==> src/rtl/aes_selftest_sequencer.sv <==
// Built-in self-test sequencer for the AES cipher/inverse-cipher cores.
// Steps each enabled core through a run window, checks its final state and exports it for display.
module aes_selftest_sequencer #(
  parameter logic [2:0]  MODE_MASK  = 3'b111,
  parameter bit          CONTINUOUS = 1'b1,
  parameter int unsigned LAT_EXTRA  = 0,
  parameter int unsigned DISP_BYTE  = 15
) (
  input  logic         clk,
  input  logic         reset,
  input  logic         enable,
  input  logic         start,
  input  logic [0:127] plaintext,
  input  logic [0:383] exp_ct,
  input  logic [0:767] state_in,
  output logic [5:0]   core_en,
  output logic [4:0]   round_cnt,
  output logic         busy,
  output logic         done,
  output logic         success,
  output logic [5:0]   pass_flags,
  output logic         fail,
  output logic [7:0]   err_cnt,
  output logic [0:127] disp_out,
  output logic [7:0]   disp_byte
);

  typedef enum logic [1:0] {
    S_IDLE  = 2'd0,
    S_RUN   = 2'd1,
    S_CHECK = 2'd2,
    S_DONE  = 2'd3
  } state_t;

  // First slot of the lowest enabled key size; both slots of a mode are always enabled together.
  function automatic logic [2:0] f_first_slot(input logic [2:0] mask);
    logic [2:0] s;
    s = 3'd0;
    for (int k = 2; k >= 0; k--) begin
      if (mask[k]) s = {2'(k), 1'b0};
    end
    return s;
  endfunction

  localparam logic [2:0] FIRST_SLOT = f_first_slot(MODE_MASK);

  state_t       r_state;
  logic [2:0]   r_slot;
  logic [5:0]   r_core_en;
  logic [4:0]   r_round_cnt;
  logic         r_busy;
  logic         r_done;
  logic         r_success;
  logic [5:0]   r_pass_flags;
  logic         r_fail;
  logic [7:0]   r_err_cnt;

  logic [4:0]   w_last_rnd;
  logic [2:0]   w_next_slot;
  logic         w_is_last;
  logic [0:127] w_slot_state;
  logic [0:127] w_expect;
  logic         w_match;
  logic         w_active;

  // Window ends at Nr + LAT_EXTRA, with Nr = 10 + 2*mode.
  assign w_last_rnd   = 5'(LAT_EXTRA) + 5'd10 + {2'b00, r_slot[2:1], 1'b0};
  assign w_slot_state = state_in[{r_slot, 7'd0} +: 128];
  assign w_expect     = r_slot[0] ? plaintext : exp_ct[{r_slot[2:1], 7'd0} +: 128];
  assign w_match      = (w_slot_state == w_expect);
  assign w_active     = (r_state == S_RUN) || (r_state == S_CHECK);

  // After a cipher slot comes its inverse; after an inverse, the next enabled mode's cipher.
  always_comb begin
    w_next_slot = r_slot;
    w_is_last   = 1'b1;
    if (!r_slot[0]) begin
      w_next_slot = r_slot + 3'd1;
      w_is_last   = 1'b0;
    end else begin
      for (int k = 2; k >= 0; k--) begin
        if (MODE_MASK[k] && (2'(k) > r_slot[2:1])) begin
          w_next_slot = {2'(k), 1'b0};
          w_is_last   = 1'b0;
        end
      end
    end
  end

  always_ff @(posedge clk) begin
    if (reset) begin
      r_state      <= S_IDLE;
      r_slot       <= 3'd0;
      r_core_en    <= 6'd0;
      r_round_cnt  <= 5'd0;
      r_busy       <= 1'b0;
      r_done       <= 1'b0;
      r_success    <= 1'b0;
      r_pass_flags <= 6'd0;
      r_fail       <= 1'b0;
      r_err_cnt    <= 8'd0;
    end else if (enable) begin
      r_done    <= 1'b0;
      r_success <= 1'b0;
      case (r_state)
        S_IDLE, S_DONE: begin
          if (start && (MODE_MASK != 3'b000)) begin
            r_pass_flags <= 6'd0;
            r_fail       <= 1'b0;
            r_err_cnt    <= 8'd0;
            r_slot       <= FIRST_SLOT;
            r_core_en    <= 6'd1 << FIRST_SLOT;
            r_round_cnt  <= 5'd0;
            r_busy       <= 1'b1;
            r_state      <= S_RUN;
          end
        end
        S_RUN: begin
          if (r_round_cnt == w_last_rnd) begin
            r_state <= S_CHECK;
          end else begin
            r_round_cnt <= r_round_cnt + 5'd1;
          end
        end
        S_CHECK: begin
          r_pass_flags[r_slot] <= w_match;
          if (w_match) begin
            r_success <= 1'b1;
          end else begin
            r_fail <= 1'b1;
            if (r_err_cnt != 8'hFF) r_err_cnt <= r_err_cnt + 8'd1;
          end
          r_round_cnt <= 5'd0;
          if (!w_is_last) begin
            r_slot    <= w_next_slot;
            r_core_en <= 6'd1 << w_next_slot;
            r_state   <= S_RUN;
          end else begin
            r_done <= 1'b1;
            if (CONTINUOUS) begin
              r_slot    <= FIRST_SLOT;
              r_core_en <= 6'd1 << FIRST_SLOT;
              r_state   <= S_RUN;
            end else begin
              r_core_en <= 6'd0;
              r_busy    <= 1'b0;
              r_state   <= S_DONE;
            end
          end
        end
        default: r_state <= S_IDLE;
      endcase
    end else begin
      // Frozen: hold everything but never stretch a pulse.
      r_done    <= 1'b0;
      r_success <= 1'b0;
    end
  end

  assign core_en    = r_core_en;
  assign round_cnt  = r_round_cnt;
  assign busy       = r_busy;
  assign done       = r_done;
  assign success    = r_success;
  assign pass_flags = r_pass_flags;
  assign fail       = r_fail;
  assign err_cnt    = r_err_cnt;
  assign disp_out   = w_active ? w_slot_state : plaintext;
  assign disp_byte  = disp_out[8*DISP_BYTE +: 8];

endmodule

==> config.mk <==
export PLATFORM = sky130hd
export DESIGN_NAME = aes_selftest_sequencer
export DESIGN_NICKNAME = d
export VERILOG_FILES = /design/src/rtl/aes_selftest_sequencer.sv
export SDC_FILE = /design/constraint.sdc
export NUM_CORES = 1
export LEC_CHECK = 0
export ABC_AREA = 1
export BUFFER_PORTS_ARGS = -buffer_cell sky130_fd_sc_hd__buf_2
export CORE_AREA = 4 4 568 570
export CTS_BUF_LIST = sky130_fd_sc_hd__clkbuf_16
export DETAILED_ROUTE_END_ITERATION = 7
export DIE_AREA = 0 0 572 574
export PLACE_DENSITY = 0.34
export SETUP_SLACK_MARGIN = 0.02
export SYNTH_ARGS = -nofsm -noshare
export SYNTH_HDL_FRONTEND = slang
export SYNTH_SLANG_ARGS = --single-unit
==> constraint.sdc <==
create_clock -name clk -period 2.7 [get_ports clk]
set_input_delay 0.675 -clock clk [delete_from_list [all_inputs] [get_ports clk]]
set_output_delay 0.675 -clock clk [all_outputs]
set_load 0.005 [all_outputs]
; ---- Word level (Yosys, flattened, before mapping)
; Cells that the tools add are included.
[word_totals]
regBits = 34
elab_cells = 85
[classes]
addsub = 4
order_cmp = 5
n_eq_ne = 11
shifts = 3
muxes = 36
bitwise = 4
n_reduce_logical = 12
[op_table]
columns = op, n
row1 = $shiftx 768x11->769, 1
row2 = $shiftx 384x10->385, 1
row3 = $mux 128, 2
row4 = $eq 128x128->1, 1
row5 = $mux 8, 3
row6 = $pmux 6 s2, 2
row7 = $mux 3, 6
row8 = $mux 6, 3
row9 = $pmux 8 s2, 1
row10 = $pmux 5 s3, 1
row11 = $reduce_and 3->1, 4
row12 = $not 10->11, 1
row13 = $mux 5, 2
row14 = $not 9->10, 1
row15 = $mux 1, 9
row16 = $add 8x1->8 const B, 1
row17 = $ne 8x8->1 const B, 1
row18 = $bwmux 6, 1
row19 = $ne 2x2->1 const B, 3
row20 = $pmux 2 s3, 1
row21 = $pmux 3 s2, 1
row22 = $shl 1x3->6 const A, 1
row23 = $add 4x3->5 const A, 1
row24 = $add 5x1->5 const B, 1
row25 = other kinds (21), 26

; ---- Logic depth before layout (Yosys ltp)
; Gate-level depths: netlist of run 1.
[depth]
word_depth = 8
depth_mapped = 24
depth_no_buf = 21

; ---- Worst setup path before layout of run 1
; OpenSTA, ideal clock, no wires.
[synth_path]
kind = register to register
startpoint = register r_state[0]
endpoint = register r_err_cnt[6], in the netlist err_cnt[6]
setup_time_ns = 0.132
arrival_ns = 2.491
required_time_ns = 2.568
path_slack_ns = 0.077
path_stages_with_launch = 13
path_buffers = 2
synth_period_minus_slack_ns = 2.623
cell_sequence = dfxtp_1 -> inv_1 -> ha_1 -> clkbuf_1 -> inv_2 -> o21ai_0 -> nor2_1 -> inv_1 -> clkbuf_1 -> a41oi_1 -> nand2_1 -> nand2_1 -> a21oi_1
[synth_via]
elab_chain_len = 4
word_cells_on_any_way = 10
[synth_rtl]
columns = item, line
row1 = from (decl), 47  ; state_t r_state;
row2 = from (signal assigned), 92  ; r_state <= S_IDLE;
row3 = from (signal assigned), 115  ; r_state <= S_RUN;
row4 = from (signal assigned), 120  ; r_state <= S_CHECK;
row5 = $eq 2x2->1 or $logic_not 2->1 (tied branches), 105  ; case (r_state)
row6 = $reduce_or 2->1, 105
row7 = $ne 2x2->1 (no line) or $reduce_bool 2->1 (tied branches), n/a
row8 = $reduce_and 5->1 (no line), n/a
row9 = to (signal assigned), 131  ; if (r_err_cnt != 8'hFF) r_err_cnt <= r_err_cnt + 8'd1;
row10 = to (decl), 56  ; logic [7:0] r_err_cnt;
; Several ways; a longest one is shown, not always the timed one.
; A chain may end at the register's enable or synchronous reset.

; ---- Worst setup path after layout of run 1
[layout_path]
startpoint = register r_slot[1]
endpoint = register r_err_cnt[1], in the netlist err_cnt[1]
[layout_via]
elab_chain_len = 6
word_cells_on_any_way = 8
[layout_rtl]
columns = item, line
row1 = from (decl), 48  ; logic [2:0] r_slot;
row2 = from (signal assigned), 135  ; r_slot <= w_next_slot;
row3 = $not 9->10 (not written as such), 69  ; assign w_expect = r_slot[0] ? plaintext : exp_ct[{r_slot[2:1], 7'd0} +: 128];
row4 = $shiftx 384x10->385, 69
row5 = $mux 128, 69
row6 = $eq 128x128->1 (*), 70  ; assign w_match = (w_slot_state == w_expect);
row7 = $ne 2x2->1 (no line) (*), n/a
row8 = $reduce_and 5->1 (no line) (*), n/a
; Mark *: on every way between the ends. The rest lies on a longest branch, timed or not.

==> flow_summary.json, run 1 <==
{
  "drtAntennaViolNets": 0,
  "cts_made_buffers": 5,
  "vias_per_cell": 3.44,
  "finalCriticalPeriod_ns": 3.39,
  "htree_levels": 2,
  "holdCritPathClass": "flop to flop",
  "io_pins": 1449,
  "dr.pass1.iters": 5,
  "hpwl_mm": 270,
  "switching_share": 0.549,
  "drv_cap": 0,
  "antenna_found_initial": 325,
  "p_sw_uw": 5720,
  "hp-start": "busy",
  "r2r_slack_ns": -0.69,
  "powerDensity_nw_per_um2": 251,
  "slew_headroom": 0.500,
  "path_clk_slew_ns": 0.07,
  "arrival_ns": 3.58,
  "die_area_um2": 328000,
  "grt_pass1_vias": 34900,
  "hold_buffers": 0,
  "syn_nets": 5443,
  "finalCritPeriodShare": 1.25,
  "drive_above_1_share": 0.452,
  "hold_ws_ns": 0.461,
  "core_um2": 317000,
  "yosysWarnings": 0,
  "finalClockSkew_ns": 0.0128,
  "stdcell_count": 10400,
  "cp.required_ns": 2.89,
  "syn_avg_cell_area_um2": 4.37,
  "status": "complete, but fails checks",
  "clkLatencyLatePin_ns": 0.29,
  "critPathMostFrequentCell": "nor2_1",
  "die_w_um": 572,
  "cts_buffer_depth": 2,
  "drc": 0,
  "hold_end": "busy",
  "port_buffers": 1448,
  "post-place-ws_ns": -2.41,
  "start_util": 0.0571,
  "routedWlPerCell_um": 29.6,
  "setup_slack_ns": -0.688,
  "synth.cell_area_um2": 18100,
  "place_inst": 10100,
  "p_leak_uw": 0.0216,
  "path_max_fanout": 12,
  "nNetsFinal": 7414,
  "via_count": 35800,
  "cp_cell_sequence": "inv_8 > nand2_8 > buf_16 > buf_4 > nor2_1 > nand2_1 > nand3_1 > xnor2_1 > nand2_1 > nor2_1 > nand2_1 > buf_12 > nor2_4 > nand2_2 > nor2_4 > nand3_4 > nand2_4 > buf_12 > inv_4 > nor2_1 > nor2_1",
  "overflow": 0,
  "num_rows": 207,
  "startpoint_type": "flop",
  "p_int_uw": 4710,
  "root_buffer": "clkbuf_16",
  "slowest_delay_ns": 0.44,
  "synthCells": 4149,
  "power_uw": 10400,
  "rr_startpoint": "r_slot[1]",
  "ys_seq_area_frac": 0.0376,
  "fmax_mhz": 295,
  "r2r-end": "err_cnt[1]",
  "pwr-share-comb": 0.886,
  "clkPwrFrac": 0.062,
  "violations": "negative setup slack",
  "worstMarginPinSlew_ns": 0.748,
  "grt_max_degree": 46,
  "cts.sinks": 34,
  "cp-end-kind": "flop",
  "rsz0062_at_grt": "yes",
  "ff2ff_path_depth": 21,
  "multi_input_area_um2": 16900,
  "die_h_um": 574,
  "cts_tree": "built",
  "fill_cells": 37800,
  "slowest_stage": "dfxtp_4",
  "seqCellArea_um2": 689,
  "mostFrequentLayoutCell": "buf_2",
  "holdPathStages": 2,
  "area_growth_pct": 129,
  "gp_congestion": 0.911,
  "path_class": "flop to flop",
  "drtIter0Drc": 2134,
  "synth_cell_type_count": 32,
  "grt.total_usage": 0.177,
  "final_cell_mix": "buf_2 (1410), nand2_1 (1353), nor2_1 (645)",
  "ir_drop_v": 0.000138,
  "worstSetupStartpoint": "r_slot[1]",
  "hold_violations": 0,
  "yosys_register_bits": 34,
  "slew_viol_final": 0,
  "power.share.sequential": 0.052,
  "grt_pass1_wl_mm": 379,
  "wirelength_mm": 308,
  "final-setup-viol-count": 152
}
-- per-layer routing --
layer | vias up | routed length [um] | global-route usage
met1 | 16400 | 125000 | 0.209
met5 | - | 1320 | 0
met3 | 621 | 25200 | 0.0575
li1 | 16900 | - | -
met2 | 1670 | 147000 | 0.310
met4 | 204 | 9430 | 0.0345
-- per-stage QoR --
step,TNS (ns),cell area [um^2],util
finish,-41.92,41500,0.131
floorplan,0,18100,-
global route,-59.30,41400,0.130
CTS,-52.29,38700,0.122
global placement,-56.73,35400,0.112
detailed placement,-55.18,35400,0.112
-- kinds of logic (layout without fill, tap and decap cells) --
logic type,after synthesis,after routing,share of synthesized area
AO/OA/AOI/OAI,519,519,0.156
adder cells (fa/ha/maj),10,10,0.00691
other,0,103,0
AND/OR/NAND/NOR,2790,2790,0.617
flip-flops,34,34,0.0376
XOR/XNOR,15,15,0.00725
buffers and inverters,781,2753,0.175
-- Yosys cell counts, drive strengths merged --
library cell,count,area (um^2)
o211ai,37,278
a31oi,93,582
clkinv,3,11.3
nor2b,4,25.0
buf,177,896
nor4b,1,8.76
inv,512,1920
a41oi,1,8.76
dfxtp,34,681
nand3,394,1970
xnor2,9,78.8
nor3,18,90.1
nor3b,2,15.0
nand3b,4,30.0
a211oi,1,7.51
o21ai,311,1560
o21a,8,60.1
clkbuf,89,334
a21oi,68,340
ha,10,125
nor2,732,2750
xor2,6,52.6
nand4,2,12.5
or2,57,357
nand2,1576,5920
-- state kept, by name (all words and copies together) (netlist names) --
register,count
done,1
r_slot,3
r_state,2
round_cnt,5
pass_flags,6
err_cnt,8
busy,1
fail,1
core_en,6
success,1
-- worst max-delay path by stage --
stage            endpoint  slack (ns)  depth (start not counted)
2_1_floorplan  err_cnt[6]        0.08                         12
3_3_place_gp   err_cnt[0]       -2.58                         24
3_5_place_dp   err_cnt[0]       -2.41                         24
4_1_cts           success       -0.88                         24
5_1_grt        err_cnt[6]       -0.90                         22
6_report       err_cnt[1]       -0.69                         21
-- timing repair --
item / 4_1_cts / 5_1_grt
endpoints found under the setup margin: 152 / 155
setup buffers: 66 / 75
cloned: 26 / 10
pin swaps: 59 / 131
gates resized for setup: 487 / 517
-- power by group through the flow --
stage | Clock [uW] | Sequential (uW) | Combinational [uW]
5_1_grt | 689 | 543 | 10000
4_1_cts | 661 | 540 | 9050
2_1_floorplan | 0 | 542 | 2760
6_report | 648 | 540 | 9240
3_3_place_gp | 0 | 551 | 8340
3_5_place_dp | 0 | 550 | 8270
-- critical path, delay by kind of cell, from the launching register on --
family                    cells  cell delay (ns)
buffers and inverters         6             0.78
and+or+nand+nor              14             1.69
DFF                           1             0.44
xor gates and xnor gates      1             0.35
-- layout make-up --
| cell class | count | share of cell area |
|---|---|---|
| Clock buffer | 6 | 0.00362 |
| Inverter | 515 | 0.0478 |
| Tap cell | 4180 | 0.126 |
| Multi-Input combinational cell | 3334 | 0.408 |
| Sequential cell | 34 | 0.0166 |
| Timing Repair Buffer | 2230 | 0.392 |
| Clock inverter | 2 | 0.000181 |
| Antenna cell | 103 | 0.00621 |
(Power assumes the default switching activity.)
==> run 2: changes to the inputs <==
--- a/config.mk
+++ b/config.mk
@@ -7,10 +7,10 @@
 export LEC_CHECK = 0
 export ABC_AREA = 1
 export BUFFER_PORTS_ARGS = -buffer_cell sky130_fd_sc_hd__buf_2
-export CORE_AREA = 4 4 568 570
+export CORE_AREA = 2 2 566 568
 export CTS_BUF_LIST = sky130_fd_sc_hd__clkbuf_16
 export DETAILED_ROUTE_END_ITERATION = 7
-export DIE_AREA = 0 0 572 574
+export DIE_AREA = 0 0 568 570
 export PLACE_DENSITY = 0.34
 export SETUP_SLACK_MARGIN = 0.02
 export SYNTH_ARGS = -nofsm -noshare
==> flow_summary.json, run 2 (same netlist as run 1, synthesis figures left out) <==
{
  "status": "complete, but fails checks",
  "violations": "negative setup slack",
  "largest_reg_flops": 8,
  "setup_slack_ns": -0.626,
  "finalCritPeriodShare": 1.23,
  "port_buffers": 1448,
  "p_leak_uw": 0.0230,
  "path_max_fanout": 12,
  "cts_buffer_depth": 2,
  "antenna_found_initial": 300,
  "fmax_mhz": 301,
  "overflow": 0,
  "startpoint_type": "flop",
  "cts.sinks": 34,
  "grt_max_degree": 47,
  "drive_above_1_share": 0.508,
  "worstMarginPinSlew_ns": 0.728,
  "cts_made_buffers": 5,
  "hold_ws_ns": 0.470,
  "mostFrequentLayoutCell": "buf_2",
  "area_growth_pct": 151,
  "slew_viol_final": 0,
  "final_cell_mix": "buf_2 (1394), nand2_1 (1265), nor2_1 (578)",
  "drv_cap": 0,
  "die_w_um": 568,
  "start_util": 0.0571,
  "num_rows": 207,
  "hpwl_mm": 258,
  "grt_pass1_vias": 35000,
  "rsz0062_at_grt": "yes",
  "core_um2": 317000,
  "path_class": "flop to flop",
  "cts_tree": "built",
  "stdcell_count": 10500,
  "drtIter0Drc": 2239,
  "die_h_um": 570,
  "htree_levels": 2,
  "gp_congestion": 0.967,
  "clkLatencyLatePin_ns": 0.30,
  "cp.required_ns": 2.92,
  "drtAntennaViolNets": 0,
  "hold_buffers": 0,
  "finalClockSkew_ns": 0.0118,
  "die_area_um2": 324000,
  "grt.total_usage": 0.172,
  "arrival_ns": 3.55,
  "seqCellArea_um2": 691,
  "fin_util": 0.143,
  "fill_cells": 37600,
  "root_buffer": "clkbuf_16",
  "wirelength_mm": 303,
  "ir_drop_v": 0.000195,
  "slew_headroom": 0.512,
  "final-setup-viol-count": 151,
  "hold_violations": 0,
  "finalCriticalPeriod_ns": 3.33,
  "via_count": 36600,
  "multi_input_area_um2": 18600,
  "vias_per_cell": 3.47,
  "grt_pass1_wl_mm": 365,
  "place_inst": 10200,
  "drc": 0,
  "cp-end-kind": "flop",
  "holdCritPathClass": "flop to flop",
  "powerDensity_nw_per_um2": 247,
  "path_clk_slew_ns": 0.07,
  "io_pins": 1449,
  "nNetsFinal": 7529,
  "dr.pass1.iters": 5,
  "routedWlPerCell_um": 28.7
}
==> run 2: cell types whose count changed in the layout (fill, tap and decap cells not counted), moves of 38 or more <==
cell     previous run  this run
buf_6              97       198
nand3_1           353       305
nand2_2           137       206
nor2_1            645       578
buf_12            106       152
buf_4             534       486
nor2_4             32        70
nand2_1          1353      1265
==> run 2: power breakdown <==
group / total, uW / switching (uW) / internal [uW] / leakage (uW)
logic: 10100 / 5760 / 4360 / 0.0226
clock network: 592 / 257 / 335 / 0.0000733
registers: 539 / 22.0 / 517 / 0.000278
total: 11300 / 6040 / 5210 / 0.0230
==> run 2: path summary, 6_finish.rpt <==
| check | from | end | slack, ns | depth (start not counted) |
|---|---|---|---|---|
| max | r_slot[0] | err_cnt[7] | -0.63 | 22 |
| min | core_en[1] | core_en[1] | 0.47 | 2 |
| min reg2reg | core_en[1] | core_en[1] | 0.47 | 2 |
| max reg2reg | r_slot[0] | err_cnt[7] | -0.63 | 22 |
==> run 2: what timing repair did <==
| item | CTS | global route |
|---|---|---|
| setup endpoints to repair | 156 | 156 |
| pin swaps | 117 | 259 |
| gates cloned | 30 | 29 |
| gates resized for setup | 771 | 836 |
| buffers inserted | 91 | 126 |
==> run 2: final cells by class <==
type                            count  share of cell area
Timing Repair Buffer             2344               0.406
Clock inverter                      3            0.000275
Multi-Input combinational cell   3334               0.409
Inverter                          515              0.0439
Antenna cell                      133             0.00731
Clock buffer                        5             0.00275
Timing Repair inverter              1            0.000440
Tap cell                         4180               0.115
Sequential cell                    34              0.0152
==> run 2: stage by stage <==
stage                     total power [uW]  instance area (um^2)  setup WS [ns]  TNS, ns
final                                11300                 45500         -0.626   -35.27
after global routing                 12100                 45400         -0.858   -53.22
after CTS                            10500                 40500         -0.786   -48.80
after detailed placement              8820                 35900          -1.91   -45.47
after floorplan                       3300                 18100         0.0771        0
after global placement                8870                 35900          -2.02   -45.66
==> run 2: critical path: stages, from the launching register on <==
cell      delay (ns)
dfxtp_4         0.36
buf_12          0.16
buf_12          0.15
buf_12          0.15
buf_12          0.15
o211ai_1        0.34
buf_4           0.24
nand3_4         0.10
inv_1           0.07
nand2_1         0.08
nand2_4         0.12
nand2_2         0.10
nor2_4          0.13
nand2_4         0.08
nor2_4          0.10
nand2_2         0.07
nor2_4          0.15
buf_6           0.13
nand3_4         0.11
nand2_4         0.11
buf_6           0.12
nand2_2         0.04
a21oi_2         0.13
==> run 2: metal layers <==
| layer | vias up | share of wire | global-route usage | wire length [um] |
|---|---|---|---|---|
| li1 | 17200 | - | - | - |
| met1 | 16800 | 0.40 | 0.203 | 121000 |
| met2 | 1808 | 0.47 | 0.302 | 144000 |
| met3 | 641 | 0.079 | 0.0509 | 23900 |
| met4 | 136 | 0.044 | 0.0454 | 13400 |
| met5 | - | 0.0029 | 0 | 866 |
